## config.mk

```make
export PLATFORM = sky130hd
export DESIGN_NAME = hazard_ctrl
export DESIGN_NICKNAME = d
export VERILOG_FILES = /design/src/rtl/hazard_ctrl.sv
export SDC_FILE = /design/constraint.sdc
export NUM_CORES = 1
export LEC_CHECK = 0
export BUFFER_PORTS_ARGS = -buffer_cell sky130_fd_sc_hd__buf_2
export CAP_MARGIN = 15
export CORE_MARGIN = 4
export CORE_UTILIZATION = 53
export CTS_CLUSTER_DIAMETER = 100
export DETAILED_ROUTE_END_ITERATION = 7
export PLACE_DENSITY = 0.89
export SLEW_MARGIN = 20
export SYNTH_ARGS = -nofsm -noshare
export SYNTH_HDL_FRONTEND = slang
export SYNTH_SLANG_ARGS = --single-unit
```

## constraint.sdc

```tcl
create_clock -name clk_i -period 2.75 [get_ports clk_i]
set_clock_uncertainty 0.1 [all_clocks]
set_input_delay 0.1375 -clock clk_i [delete_from_list [all_inputs] [get_ports clk_i]]
set_output_delay 0.1375 -clock clk_i [all_outputs]
set_load 0.01 [all_outputs]
```

## src/rtl/hazard_ctrl.sv

```systemverilog
// Hazard and sequencing controller for the 5-stage pipeline.
// It resolves load-use stalls, taken-branch flushes and data-memory freezes,
// traps freezes that last too long, and keeps saturating event counters.
//
//   state | meaning
//   ------+-------------------------------------------------------------
//   RUN   | normal flow; a freeze condition is entered through WAIT
//   WAIT  | data-memory access outstanding, counting freeze cycles
//   ERR   | freeze timeout; pipeline held until reset
module hazard_ctrl #(
   parameter int TIMEOUT = 64,
   parameter int CNT_W   = 16
) (
   input  logic             clk_i,
   input  logic             rst_i,
   input  logic [4:0]       id_rs_i,
   input  logic [4:0]       id_rt_i,
   input  logic             ex_memread_i,
   input  logic [4:0]       ex_rt_i,
   input  logic             branch_taken_i,
   input  logic             mem_req_i,
   input  logic             mem_ack_i,
   output logic             pc_write_o,
   output logic             ifid_hold_o,
   output logic             ifid_flush_o,
   output logic             idex_bubble_o,
   output logic             freeze_o,
   output logic             err_o,
   output logic [CNT_W-1:0] lu_cnt_o,
   output logic [CNT_W-1:0] flush_cnt_o,
   output logic [CNT_W-1:0] frz_cnt_o
);

   localparam logic [1:0] RUN  = 2'd0;
   localparam logic [1:0] WAIT = 2'd1;
   localparam logic [1:0] ERR  = 2'd2;

   // A timeout of 1 would leave no room for the WAIT state to count.
   localparam int WAIT_W = (TIMEOUT > 2) ? $clog2(TIMEOUT) : 1;
   localparam logic [WAIT_W-1:0] WAIT_LAST = WAIT_W'(TIMEOUT - 1);
   localparam logic [CNT_W-1:0]  CNT_MAX   = '1;

   logic [1:0]        state;
   logic [1:0]        state_nxt;
   logic [WAIT_W-1:0] wait_cnt;
   logic [WAIT_W-1:0] wait_nxt;
   logic [WAIT_W-1:0] wait_inc;

   logic lu;
   logic frz;
   logic lu_evt;
   logic flush_evt;
   logic frz_evt;

   // Hazard terms; register zero is never a real dependency.
   assign lu  = ex_memread_i && (ex_rt_i != 5'd0) &&
                ((ex_rt_i == id_rs_i) || (ex_rt_i == id_rt_i));
   assign frz = mem_req_i && !mem_ack_i;

   assign wait_inc = wait_cnt + 1'b1;

   // Next-state and wait counter. The freeze cycle spent in RUN counts toward
   // the timeout, so WAIT traps once its own count reaches TIMEOUT-1.
   always_comb begin
      state_nxt = state;
      wait_nxt  = wait_cnt;
      case (state)
         RUN: begin
            if (frz) begin
               state_nxt = WAIT;
               wait_nxt  = '0;
            end
         end
         WAIT: begin
            if (!frz) begin
               state_nxt = RUN;
               wait_nxt  = '0;
            end else begin
               wait_nxt = wait_inc;
               if (wait_inc == WAIT_LAST) begin
                  state_nxt = ERR;
               end
            end
         end
         ERR: begin
            state_nxt = ERR;
         end
         default: begin
            state_nxt = ERR;
         end
      endcase
   end

   // State and wait counter registers.
   always_ff @(posedge clk_i or posedge rst_i) begin
      if (rst_i) begin
         state    <= RUN;
         wait_cnt <= '0;
      end else begin
         state    <= state_nxt;
         wait_cnt <= wait_nxt;
      end
   end

   // Pipeline controls by priority: error, freeze, flush, load-use.
   // During a freeze the branch and load-use terms are dropped on purpose;
   // ID is unchanged, so they are seen again once memory completes.
   always_comb begin
      pc_write_o    = 1'b1;
      ifid_hold_o   = 1'b0;
      ifid_flush_o  = 1'b0;
      idex_bubble_o = 1'b0;
      freeze_o      = 1'b0;
      lu_evt        = 1'b0;
      flush_evt     = 1'b0;
      frz_evt       = 1'b0;
      if (state == ERR) begin
         pc_write_o    = 1'b0;
         ifid_hold_o   = 1'b1;
         idex_bubble_o = 1'b1;
         freeze_o      = 1'b1;
         frz_evt       = 1'b1;
      end else if (frz) begin
         pc_write_o  = 1'b0;
         ifid_hold_o = 1'b1;
         freeze_o    = 1'b1;
         frz_evt     = 1'b1;
      end else if (branch_taken_i) begin
         ifid_flush_o = 1'b1;
         flush_evt    = 1'b1;
      end else if (lu) begin
         pc_write_o    = 1'b0;
         ifid_hold_o   = 1'b1;
         idex_bubble_o = 1'b1;
         lu_evt        = 1'b1;
      end
   end

   assign err_o = (state == ERR);

   // Load-use stall counter, saturating.
   always_ff @(posedge clk_i or posedge rst_i) begin
      if (rst_i) begin
         lu_cnt_o <= '0;
      end else if (lu_evt && (lu_cnt_o != CNT_MAX)) begin
         lu_cnt_o <= lu_cnt_o + 1'b1;
      end
   end

   // Taken-branch flush counter, saturating.
   always_ff @(posedge clk_i or posedge rst_i) begin
      if (rst_i) begin
         flush_cnt_o <= '0;
      end else if (flush_evt && (flush_cnt_o != CNT_MAX)) begin
         flush_cnt_o <= flush_cnt_o + 1'b1;
      end
   end

   // Freeze cycle counter (error cycles included), saturating.
   always_ff @(posedge clk_i or posedge rst_i) begin
      if (rst_i) begin
         frz_cnt_o <= '0;
      end else if (frz_evt && (frz_cnt_o != CNT_MAX)) begin
         frz_cnt_o <= frz_cnt_o + 1'b1;
      end
   end

endmodule

```

# Yosys cells after proc, flatten, opt, wreduce, memory -nomap -nowiden
# Index checks and enable logic that the tools add are counted.
word_totals:
  mem_bits_rw: 0
  romBits: 0
  in_bits: 21
  reg_bits: 56
  output_inout_bits: 54
  elab_cells: 55
  n_memories: 0
  latchBits: 0
classes:
  eq_ne: 10
  n_bitwise: 0
  div: 0
  shifts: 0
  reduce_logical: 13
  magnitude_cmp: 0
  multipliers: 0
  add_sub_neg: 4
  mux: 23
ops:
  columns: ["cell", "count"]
  rows:
  - ["$add A16 B1 Y16 const B", 3]
  - ["$ne A16 B16 Y1 const B", 3]
  - ["$mux W1", 16]
  - ["$mux W6", 2]
  - ["$pmux W6 S2", 1]
  - ["$eq A5 B5 Y1", 2]
  - ["$add A6 B1 Y6 const B", 1]
  - ["$eq A6 B6 Y1 const B", 1]
  - ["$logic_and A1 B1 Y1", 6]
  - ["$mux W2", 3]
  - ["$reduce_bool A5 Y1", 1]
  - ["$pmux W2 S2", 1]
  - ["$reduce_and A2 Y1", 2]
  - ["$ne A3 B3 Y1 const B", 1]
  - ["$eq A2 B1 Y1 const B", 1]
  - ["$eq A2 B2 Y1 const B", 1]
  - ["$logic_not A2 Y1", 1]
  - ["$ne A2 B2 Y1 const B", 1]
  - ["$reduce_bool A2 Y1", 1]
  - ["$logic_not A1 Y1", 1]
  - ["$logic_or A1 B1 Y1", 1]

# Logic depth before layout (Yosys ltp)
depth:
  word_depth: 8
  mapped_depth: 7
  ltp_nobuf: 7

# Least setup slack after synthesis
# Ideal clock, no wire load.
synth_timing:
  path_type: "register -> register"
  from: "reg lu_cnt_o[0]"
  to: "reg lu_cnt_o[1]"
  arrival_time_ps: 1764
  path_buffers: 0
  t_required_ps: 2525
  path_stages_with_launch: 7
  period_less_slack_ps: 1990
  path_slack_ps: 760
  setup_time_ps: 125
  path_cell_list: "dfrtp_1 > ha_1 > and4_1 > and4b_1 > nor3_4 > nand2_4 > mux2_4"
synth_between:
  elab_chain_len: 2
  word_cells_on_any_way: 3
  cone_classes: "add/sub (1); eq/ne (1); reduce/logical (1)"
synth_rtl:
  columns: ["element", "line_no", "source"]
  rows:
  - ["start: declaration", "29", "output logic [CNT_W-1:0] lu_cnt_o,"]
  - ["start signal: assignment", "146", "lu_cnt_o <= lu_cnt_o + 1'b1;"]
  - ["branches (longest 2 deep; another with $add A16 B1 Y16)", null, null]
# Several ways; the timed one is not identified.
# A chain may end at the register's enable or synchronous reset.

# Worst setup path in the final report
# Same ends and word-level chain as after synthesis.

==> flow_metrics.tcl <==
set metrics [dict create \
    status "completed" \
    nets 404 \
    clk_latency_ns 0.32 \
    seq_area_frac_synth 0.458 \
    cts_htree_levels 2 \
    dr.first_iter.drc_count 142 \
    synth-edff-count 0 \
    synth-warning-count 0 \
    die_x_um 84.0 \
    netlist_area_um2 3060 \
    holdCritPathClass "in -> reg" \
    synthTopCellsByArea "dfrtp_1 46%, xnor2_1 10%, xor2_1 4.9%" \
    fin_total_pwr_mw 2.23 \
    dr_wl_met3_um 417 \
    grt_max_degree 23 \
    wl_per_cell_um 15.1 \
    p_per_area_nw_per_um2 605 \
    wirelength_met1_um 2930 \
    hpwl_um 5120 \
    leakage_nw 1.80 \
    drc_errors 0 \
    async_reset_ff_frac 1.00 \
    synth.net_count 322 \
    dieArea_um2 7050 \
    vias 2503 \
    tightest_slew_ns 0.486 \
    fin_ws_ns 0.636 \
    clockRootBuffer "clkbuf_8" \
    yosysUniqueCellTypes 58 \
    setup_violations 0 \
    rsz0062_at_grt "no" \
    numCtsBuffers 5 \
    highest_layer "met4" \
    antenna_found_initial 0 \
    area_growth_pct 20.8 \
    synth_flop_cell "dfrtp_1" \
    final_max_slew_viol_count 0 \
    clk_pin_slew_ns 0.11 \
    yosys_register_bits 56 \
    placementRows 27 \
    synth_area_leader_cell "dfrtp_1" \
    drt-total-wl_um 6830 \
    die_y_um 84.0 \
    syn_inst 296 \
    clock_path_buffers 2 \
    dp_slack_ns 0.672 \
    finalCriticalPeriod_ns 2.11 \
    viasPerCell 5.55 \
    finalHoldViolCount 0 \
    end_kind "flip-flop" \
    peakVddDrop_v 0.000426 \
    crit_required_ns 2.86 \
    critPathKind "reg -> reg" \
    cts_sinks 56 \
    yosysMostFrequentCell "dfrtp_1" \
    drive_gt1_frac 0.277 \
    maxCapViolCount 0 \
    avgSynthCellArea_um2 10.3 \
    gr-total-overflow 0 \
    grt_pass1_wl_um 11700 \
    cp-start-kind "flip-flop" \
    place.port_buffers 74 \
    cts_tree "built" \
    placed_cell_area_um2 3530 \
    crit_arrival_ns 2.23 \
    fin_area_um2 3700 \
    core_um2 5540 \
    yosysTopAreaCellShare 0.458 \
    ant_nets 0 \
    diodes 0 \
    fin_tns_setup_ns 0 \
    grt_usage 0.201 \
    start_util 0.552 \
    first_pass_iters 4 \
    fin_crit_sh 0.769 \
    relSlewSlack 0.673 \
    final_util 0.667 \
    crit_path_max_fanout 8 \
    synth_common_cells "56 x dfrtp_1, 35 x xnor2_1, 34 x nand2_1, 26 x nand3_1, 18 x nor2_1" \
    first_global_vias 2488 \
    place_congestion 0.815 \
    max_freq_mhz 473 \
    wl_met2_um 3380 \
    ios 75 \
]
-- routing by layer --
metal	GRT usage	vias to the layer above
met4	0.0629	0
li1	-	1203
met5	0	-
met1	0.246	1208
met2	0.349	82
met3	0.0503	10
-- worst paths after layout --
path | from | to | slack, ns | depth (start not counted)
worst min register to register | frz_cnt_o[8] | frz_cnt_o[8] | 0.39 | 1
max in group asynchronous | rst_i | lu_cnt_o[11] | 1.66 | 4
worst max-delay path | lu_cnt_o[0] | lu_cnt_o[1] | 0.64 | 6
worst min-delay path | mem_req_i | state[0] | 0.13 | 3
worst max register to register | lu_cnt_o[0] | lu_cnt_o[1] | 0.64 | 6
min in group asynchronous | rst_i | frz_cnt_o[2] | 0.27 | 3
-- cell usage in the layout, fill, tap and decap left out, types with 2 or more instances in the layout --
cell type	n
inv_1	6
nand2_1	34
o21ai_0	8
nor4b_1	2
and3_1	9
nor3b_1	3
a21oi_1	3
xor2_1	17
xnor2_1	35
buf_2	74
or3_4	2
nand3_1	26
and2_1	4
nor3_1	4
mux2_2	3
dfrtp_1	56
o211ai_1	2
nand2b_1	6
clkbuf_8	5
nor2_1	18
nand4_1	7
bufinv_16	3
and4_1	4
nor4_1	4
nor2b_1	2
buf_4	3
ha_1	5
-- sequential cells by signal, summed over array words and instances, names as in the netlist --
signal,flops
flush_cnt_o,16
lu_cnt_o,16
state,2
frz_cnt_o,16
wait_cnt,6
-- critical path: stages (launching register included) --
cell and delay, ns:
dfrtp_1 0.45, ha_1 0.27, and4_1 0.21, and4b_1 0.24
nor3_4 0.34, nand2_4 0.09, mux2_4 0.31
-- where the power goes --
group          internal, mW  leakage [nW]  switching (mW)
combinational         0.212         0.974           0.240
clock                 0.455        0.0784           0.268
sequential            0.924         0.748           0.136
-- cells by family (layout without fill, tap and decap cells) --
kind of cell	after synthesis	in the layout	synth area share
AND/OR/NAND/NOR	138	138	0.261
flip-flops	56	56	0.458
XOR/XNOR	52	52	0.149
AO/OA/AOI/OAI	27	27	0.0699
buffers and inverters	12	95	0.0188
multiplexers	6	6	0.0229
adder cells (fa/ha/maj)	5	5	0.0204
-- repair_timing --
action	CTS	global route
buffers inserted	0	0
resized for setup	0	0
endpoints found under the hold margin	20	0
hold buffers	1	0
setup endpoints to repair	0	0
-- through the flow --
step | cells | hold slack (ns)
2_1_floorplan | 296 | 0.252
4_1_cts | 451 | 0.136
3_5_place_dp | 442 | 0.0714
3_3_place_gp | 442 | 0.0685
5_1_grt | 451 | 0.150
6_report | 451 | 0.127
-- cell type report --
type / instances / area [µm²]
fill: 422 / 1840
tap: 72 / 90.1
multi-input combinational: 228 / 1600
clock inverter: 3 / 90.1
sequential: 56 / 1400
timing repair buffer: 78 / 403
inverter: 9 / 41.3
clock buffer: 5 / 68.8
No activity file was read; power rests on OpenSTA's default activity.
